**config.mk**
```make
export PLATFORM = sky130hd
export DESIGN_NAME = afifo_wr_burst_flat
export DESIGN_NICKNAME = d
export VERILOG_FILES = /design/src/rtl/afifo_wr_burst_if.sv /design/src/rtl/afifo_wr_burst.sv /design/src/flat_wrapper.sv
export SDC_FILE = /design/constraint.sdc
export NUM_CORES = 1
export LEC_CHECK = 0
export ABC_AREA = 1
export BUFFER_PORTS_ARGS = -buffer_cell sky130_fd_sc_hd__buf_2
export CAP_MARGIN = 20
export CORE_ASPECT_RATIO = 1.5
export CORE_MARGIN = 4
export CORE_UTILIZATION = 47
export DETAILED_ROUTE_END_ITERATION = 10
export PLACE_DENSITY = 0.84
export SYNTH_ARGS = -nofsm -noshare
export SYNTH_HDL_FRONTEND = slang
export SYNTH_SLANG_ARGS = --single-unit
```
**constraint.sdc**
```tcl
create_clock -name wr_clk -period 1.49 [get_ports wr_clk]
set_input_delay 0.0745 -clock wr_clk [delete_from_list [all_inputs] [get_ports wr_clk]]
set_output_delay 0.0745 -clock wr_clk [all_outputs]
set_load 0.05 [all_outputs]
```
**src/rtl/afifo_wr_burst_if.sv**
```systemverilog
// Write-side burst bus: upstream valid/ready byte stream plus FIFO write port and occupancy.
// master = packet source / FIFO model side, slave = the burst scheduler.
interface afifo_wr_burst_if #(
  parameter int BITWID  = 8,
  parameter int DEEPWID = 3
);
  logic               s_valid;
  logic               s_ready;
  logic [BITWID-1:0]  s_data;
  logic               s_last;
  logic               fifo_full;
  logic [DEEPWID:0]   fifo_wr_num;
  logic               wr;
  logic [BITWID-1:0]  wr_dat;

  modport master (
    output s_valid, s_data, s_last, fifo_full, fifo_wr_num,
    input  s_ready, wr, wr_dat
  );

  modport slave (
    input  s_valid, s_data, s_last, fifo_full, fifo_wr_num,
    output s_ready, wr, wr_dat
  );
endinterface

```
**src/rtl/afifo_wr_burst.sv**
```systemverilog
// Write-domain burst scheduler: only opens a burst when the FIFO has room for BURST_LEN words.
// Optional macro AFIFO_WR_PAD_EN pads short packets with zero words up to BURST_LEN.
module afifo_wr_burst #(
  parameter int BITWID    = 8,
  parameter int DEEPWID   = 3,
  parameter int DEEP      = 8,
  parameter int BURST_LEN = 4
) (
  input  logic              wr_clk,
  input  logic              wr_rst_n,
  afifo_wr_burst_if.slave   bus,
  output logic              busy,
  output logic [15:0]       burst_cnt,
  output logic              ovf_err
);

  typedef enum logic [1:0] {
    S_IDLE  = 2'd0,
    S_WAIT  = 2'd1,
    S_BURST = 2'd2
`ifdef AFIFO_WR_PAD_EN
    , S_PAD = 2'd3
`endif
  } state_e;

  localparam logic [DEEPWID+1:0] DEEP_W    = (DEEPWID+2)'(DEEP);
  localparam logic [DEEPWID+1:0] BURST_W   = (DEEPWID+2)'(BURST_LEN);
  localparam logic [DEEPWID:0]   LAST_BEAT = (DEEPWID+1)'(BURST_LEN - 1);

  state_e              state_q, state_d;
  logic [DEEPWID:0]    beat_q, beat_d;
  logic                wr_q, wr_d;
  logic [BITWID-1:0]   wr_dat_q, wr_dat_d;
  logic [15:0]         cnt_q, cnt_d;
  logic                ovf_q, ovf_d;

  logic [DEEPWID+1:0]  free_raw_s;
  logic [DEEPWID+1:0]  free_s;
  logic                room_s;
  logic                s_ready_s;
  logic                busy_s;
  logic                accept_s;
  logic                last_beat_s;

  // The in-flight write is not yet in fifo_wr_num, so it is taken off the free count here.
  assign free_raw_s  = DEEP_W - {1'b0, bus.fifo_wr_num} - {{(DEEPWID+1){1'b0}}, wr_q};
  assign free_s      = free_raw_s[DEEPWID+1] ? '0 : free_raw_s;
  assign room_s      = (free_s >= BURST_W) && !bus.fifo_full;
  assign accept_s    = (state_q == S_BURST) && bus.s_valid && s_ready_s;
  assign last_beat_s = (beat_q == LAST_BEAT);

  // State and datapath registers
  always_ff @(posedge wr_clk or negedge wr_rst_n) begin
    if (!wr_rst_n) begin
      state_q  <= S_IDLE;
      beat_q   <= '0;
      wr_q     <= 1'b0;
      wr_dat_q <= '0;
      cnt_q    <= 16'd0;
      ovf_q    <= 1'b0;
    end else begin
      state_q  <= state_d;
      beat_q   <= beat_d;
      wr_q     <= wr_d;
      wr_dat_q <= wr_dat_d;
      cnt_q    <= cnt_d;
      ovf_q    <= ovf_d;
    end
  end

  // Next-state and datapath update
  always_comb begin
    state_d  = state_q;
    beat_d   = beat_q;
    wr_d     = 1'b0;
    wr_dat_d = wr_dat_q;
    cnt_d    = cnt_q;
    ovf_d    = ovf_q | ((state_q == S_BURST) && bus.fifo_full);
    case (state_q)
      S_IDLE: begin
        if (bus.s_valid) begin
          state_d = S_WAIT;
        end else begin
          state_d = S_IDLE;
        end
      end
      S_WAIT: begin
        if (room_s) begin
          state_d = S_BURST;
          beat_d  = '0;
        end else begin
          state_d = S_WAIT;
        end
      end
      S_BURST: begin
        if (accept_s) begin
          wr_d     = 1'b1;
          wr_dat_d = bus.s_data;
          beat_d   = beat_q + (DEEPWID+1)'(1);
          if (last_beat_s) begin
            cnt_d   = cnt_q + 16'd1;
            state_d = S_IDLE;
          end else if (bus.s_last) begin
`ifdef AFIFO_WR_PAD_EN
            state_d = S_PAD;
`else
            cnt_d   = cnt_q + 16'd1;
            state_d = S_IDLE;
`endif
          end else begin
            state_d = S_BURST;
          end
        end else begin
          state_d = S_BURST;
        end
      end
`ifdef AFIFO_WR_PAD_EN
      // Room for the full burst was reserved at start, so padding never waits on fifo_full.
      S_PAD: begin
        wr_d     = 1'b1;
        wr_dat_d = '0;
        beat_d   = beat_q + (DEEPWID+1)'(1);
        if (last_beat_s) begin
          cnt_d   = cnt_q + 16'd1;
          state_d = S_IDLE;
        end else begin
          state_d = S_PAD;
        end
      end
`endif
      default: begin
        state_d = S_IDLE;
      end
    endcase
  end

  // Handshake and status decode from the current state only
  always_comb begin
    s_ready_s = 1'b0;
    busy_s    = 1'b1;
    case (state_q)
      S_IDLE:  busy_s    = 1'b0;
      S_WAIT:  s_ready_s = 1'b0;
      S_BURST: s_ready_s = !bus.fifo_full;
      default: s_ready_s = 1'b0;
    endcase
  end

  assign bus.s_ready = s_ready_s;
  assign bus.wr      = wr_q;
  assign bus.wr_dat  = wr_dat_q;
  assign busy        = busy_s;
  assign burst_cnt   = cnt_q;
  assign ovf_err     = ovf_q;

endmodule

```
**src/flat_wrapper.sv**
```systemverilog
// flat-port wrapper written by rule: the top's interface ports become plain ports
module afifo_wr_burst_flat 
#(
  parameter int BITWID    = 8,
  parameter int DEEPWID   = 3,
  parameter int DEEP      = 8,
  parameter int BURST_LEN = 4
)
  (wr_clk, wr_rst_n, busy, burst_cnt, ovf_err, bus_s_valid, bus_s_data, bus_s_last, bus_fifo_full, bus_fifo_wr_num, bus_s_ready, bus_wr, bus_wr_dat);
  afifo_wr_burst_if #(.BITWID(BITWID), .DEEPWID(DEEPWID)) bus_i ();
  input  logic wr_clk;
  input  logic wr_rst_n;
  output logic busy;
  output logic [15:0] burst_cnt;
  output logic ovf_err;
  input wire logic [$bits(bus_i.s_valid)-1:0] bus_s_valid;
  input wire logic [$bits(bus_i.s_data)-1:0] bus_s_data;
  input wire logic [$bits(bus_i.s_last)-1:0] bus_s_last;
  input wire logic [$bits(bus_i.fifo_full)-1:0] bus_fifo_full;
  input wire logic [$bits(bus_i.fifo_wr_num)-1:0] bus_fifo_wr_num;
  output wire logic [$bits(bus_i.s_ready)-1:0] bus_s_ready;
  output wire logic [$bits(bus_i.wr)-1:0] bus_wr;
  output wire logic [$bits(bus_i.wr_dat)-1:0] bus_wr_dat;
  assign bus_i.s_valid = bus_s_valid;
  assign bus_i.s_data = bus_s_data;
  assign bus_i.s_last = bus_s_last;
  assign bus_i.fifo_full = bus_fifo_full;
  assign bus_i.fifo_wr_num = bus_fifo_wr_num;
  assign bus_s_ready = bus_i.s_ready;
  assign bus_wr = bus_i.wr;
  assign bus_wr_dat = bus_i.wr_dat;
  afifo_wr_burst #(.BITWID(BITWID), .DEEPWID(DEEPWID), .DEEP(DEEP), .BURST_LEN(BURST_LEN)) u_core (.wr_clk(wr_clk), .wr_rst_n(wr_rst_n), .bus(bus_i), .busy(busy), .burst_cnt(burst_cnt), .ovf_err(ovf_err));
endmodule
```
==> flow_summary.json <==
{
  "layout_common_cells": "nand2_1, buf_2, dfrtp_1, nor2_1, buf_4",
  "post-route-min-period_ns": 1.52,
  "num_vias": 1713,
  "nNetsFinal": 328,
  "synth_seq_area_share": 0.463,
  "drtIter0Drc": 51,
  "cts_tree": "built",
  "rows": 26,
  "power_leakage_uw": 0.00135,
  "placed_cells": 318,
  "setup_ws_ns": -0.0267,
  "place_congestion": 0.905,
  "setup_viol": 6,
  "finalHoldViolations": 0,
  "wl_um": 4730,
  "antenna_found_initial": 0,
  "violations": "setup timing",
  "hold_class": "in2reg",
  "avgRoutedWirePerCell_um": 13.8,
  "holdWs_ns": 0.0699,
  "dr.pass1.iters": 4,
  "final_antenna_net_count": 0,
  "layout-drive-gt1-share": 0.358,
  "die_width_um": 57.5,
  "io_buffers": 44,
  "die_area_um2": 4730,
  "ys_seq_elements": 32,
  "slew_headroom": 0.705,
  "area_delta_synth_final_pct": 45.8,
  "timing.final.crit_share": 1.02,
  "ir_drop_v": 0.00120,
  "syn_area_um2": 1730,
  "yosys.area.top_type": "dfrtp_1",
  "yosysWarnings": 0,
  "syn_area_per_cell_um2": 7.89,
  "fmax_mhz": 659,
  "ctsLongestPathBuffers": 2,
  "crit_path_frequent_cell": "nand2_2",
  "floorplan.initialDensity": 0.496,
  "clock_sinks": 32,
  "cp.required_ns": 1.72,
  "via_per_inst": 4.98,
  "maxCapViolCount": 0,
  "critPathTopFamily": "simple AND/OR/NAND/NOR gates",
  "rsz0062_at_grt": "true",
  "cp_max_fo": 4,
  "die-height_um": 82.3,
  "run_status": "finished, violations left",
  "cts_buffers": 5,
  "fin_worst_skew_ns": 0.00482,
  "slowest_delay_ns": 0.41,
  "grt_max_degree": 21,
  "drc": 0,
  "worst_pin_slew_ns": 0.443,
  "cts.htree.levels": 2,
  "critPathSlowestCell": "dfrtp_2",
  "slew_violations": 0,
  "dp_hpwl_um": 3090,
  "insertion_delay_ns": 0.29,
  "synth_cell_types": 23,
  "netlist_instances": 219,
  "gr-total-overflow": 0,
  "core_um2": 3480,
  "synth_area_leaders": "dfrtp_1, nand2_1, ha_1, nor2_1, xor2_1",
  "arrival_ns": 1.75,
  "clk_pin_slew_worst_paths_ns": 0.07,
  "clockRootBuffer": "clkbuf_8",
  "grt_pass1_wl_um": 7440,
  "synth_nets": 246,
  "start_kind": "flip-flop",
  "io_pins": 45,
  "grt_pass1_vias": 1724,
  "gr-usage-all-layers": 0.209,
  "end_kind": "flip-flop",
  "crit_chain": "inv_2, nand2_2, ha_4, nand2_2, nor2_1, nor2_1, nand2_1, nand2_2, buf_6, nand3_1, nand2_1",
  "power_density_nw_per_um2": 1660,
  "finalNonFillerCells": 344,
  "final_common_cell": "nand2_1",
  "critical_path_buf_inv_count": 2,
  "crit_type": "reg2reg",
  "setup_tns_ns": -0.105,
  "synth_top_area_frac": 0.463,
  "diodes": 0
}
[sequential cells by signal, indices dropped and copies added, names as in the netlist]
register	cells
u_core.beat_q	4
u_core.burst_cnt	16
u_core.bus.wr	1
u_core.bus.wr_dat	8
u_core.ovf_err	1
u_core.state_q	2
[synthesized netlist by cell type, drive strengths merged]
library cell	n
or2	1
nand3	12
xnor2	2
a21o	1
nand2	90
nand3b	3
xor2	7
buf	1
nand4	2
a21boi	1
inv	20
a21oi	3
ha	10
dfrtp	32
nor2	27
o21ai	7
[layer usage]
layer | global-route usage | routed length [um] | up-vias
met4 | 0.135 | 124 | 0
met2 | 0.382 | 2670 | 54
met5 | 0 | 0 | -
met3 | 0.0451 | 213 | 11
li1 | - | - | 843
met1 | 0.209 | 1720 | 805
[power by group]
group | internal [uW] | switching [uW]
clock | 494 | 336
sequential | 1090 | 183
combinational | 682 | 1400
[cell type report]
type | instances | area, um2
clock buffer | 5 | 68.8
clock inverter | 3 | 42.5
fill | 258 | 962
inverter | 20 | 85.1
multi-input combinational | 167 | 960
sequential | 32 | 802
tap | 42 | 52.6
timing repair buffer | 75 | 508
[through the flow]
step                worst slack (ns)   util  total power (uW)  area [um2]
CTS                          0.00985  0.684              4010        2380
floorplan                     -0.264      -              2530        1760
global route                  -0.135  0.724              4410        2520
finish                       -0.0267  0.724              4180        2520
global placement             -0.0105  0.614              3060        2140
detailed placement           -0.0315  0.614              3100        2140
[worst paths after layout]
kind,from,endpoint,slack [ns],cells after the start
min,bus_fifo_full,u_core.ovf_err,0.07,2
min reg2reg,u_core.ovf_err,u_core.ovf_err,0.45,1
max,u_core.bus.wr,u_core.beat_q[1],-0.03,11
min in group asynchronous,wr_rst_n,u_core.beat_q[1],0.26,2
max in group asynchronous,wr_rst_n,u_core.beat_q[2],0.74,3
max reg2reg,u_core.bus.wr,u_core.beat_q[1],-0.03,11
[cell families (layout without fill, tap and decap cells)]
| kind of cell | Yosys count | in the layout | share of synthesized area |
|---|---|---|---|
| AOI/OAI and AO/OA | 12 | 13 | 0.0420 |
| xor gates and xnor gates | 9 | 9 | 0.0456 |
| adders and majority gates | 10 | 10 | 0.0724 |
| buffers and inverters | 21 | 103 | 0.0492 |
| DFF | 32 | 32 | 0.463 |
| and+or+nand+nor | 135 | 135 | 0.327 |
[what timing repair did]
item / 4_1_cts / 5_1_grt
cloned: 1 / 0
pin swaps: 4 / 15
buffers inserted: 4 / 6
endpoints found under the hold margin: 26 / 0
endpoints found under the setup margin: 15 / 29
hold buffers: 9 / 0
gates resized for setup: 5 / 27
[worst register-to-register path: cells and delay by family (launching register included)]
kind | cells | cell delay [ns]
adders and majority gates | 1 | 0.24
DFF | 1 | 0.41
and+or+nand+nor | 8 | 0.62
buffers and inverters | 2 | 0.18
(Power assumes the default switching activity.)
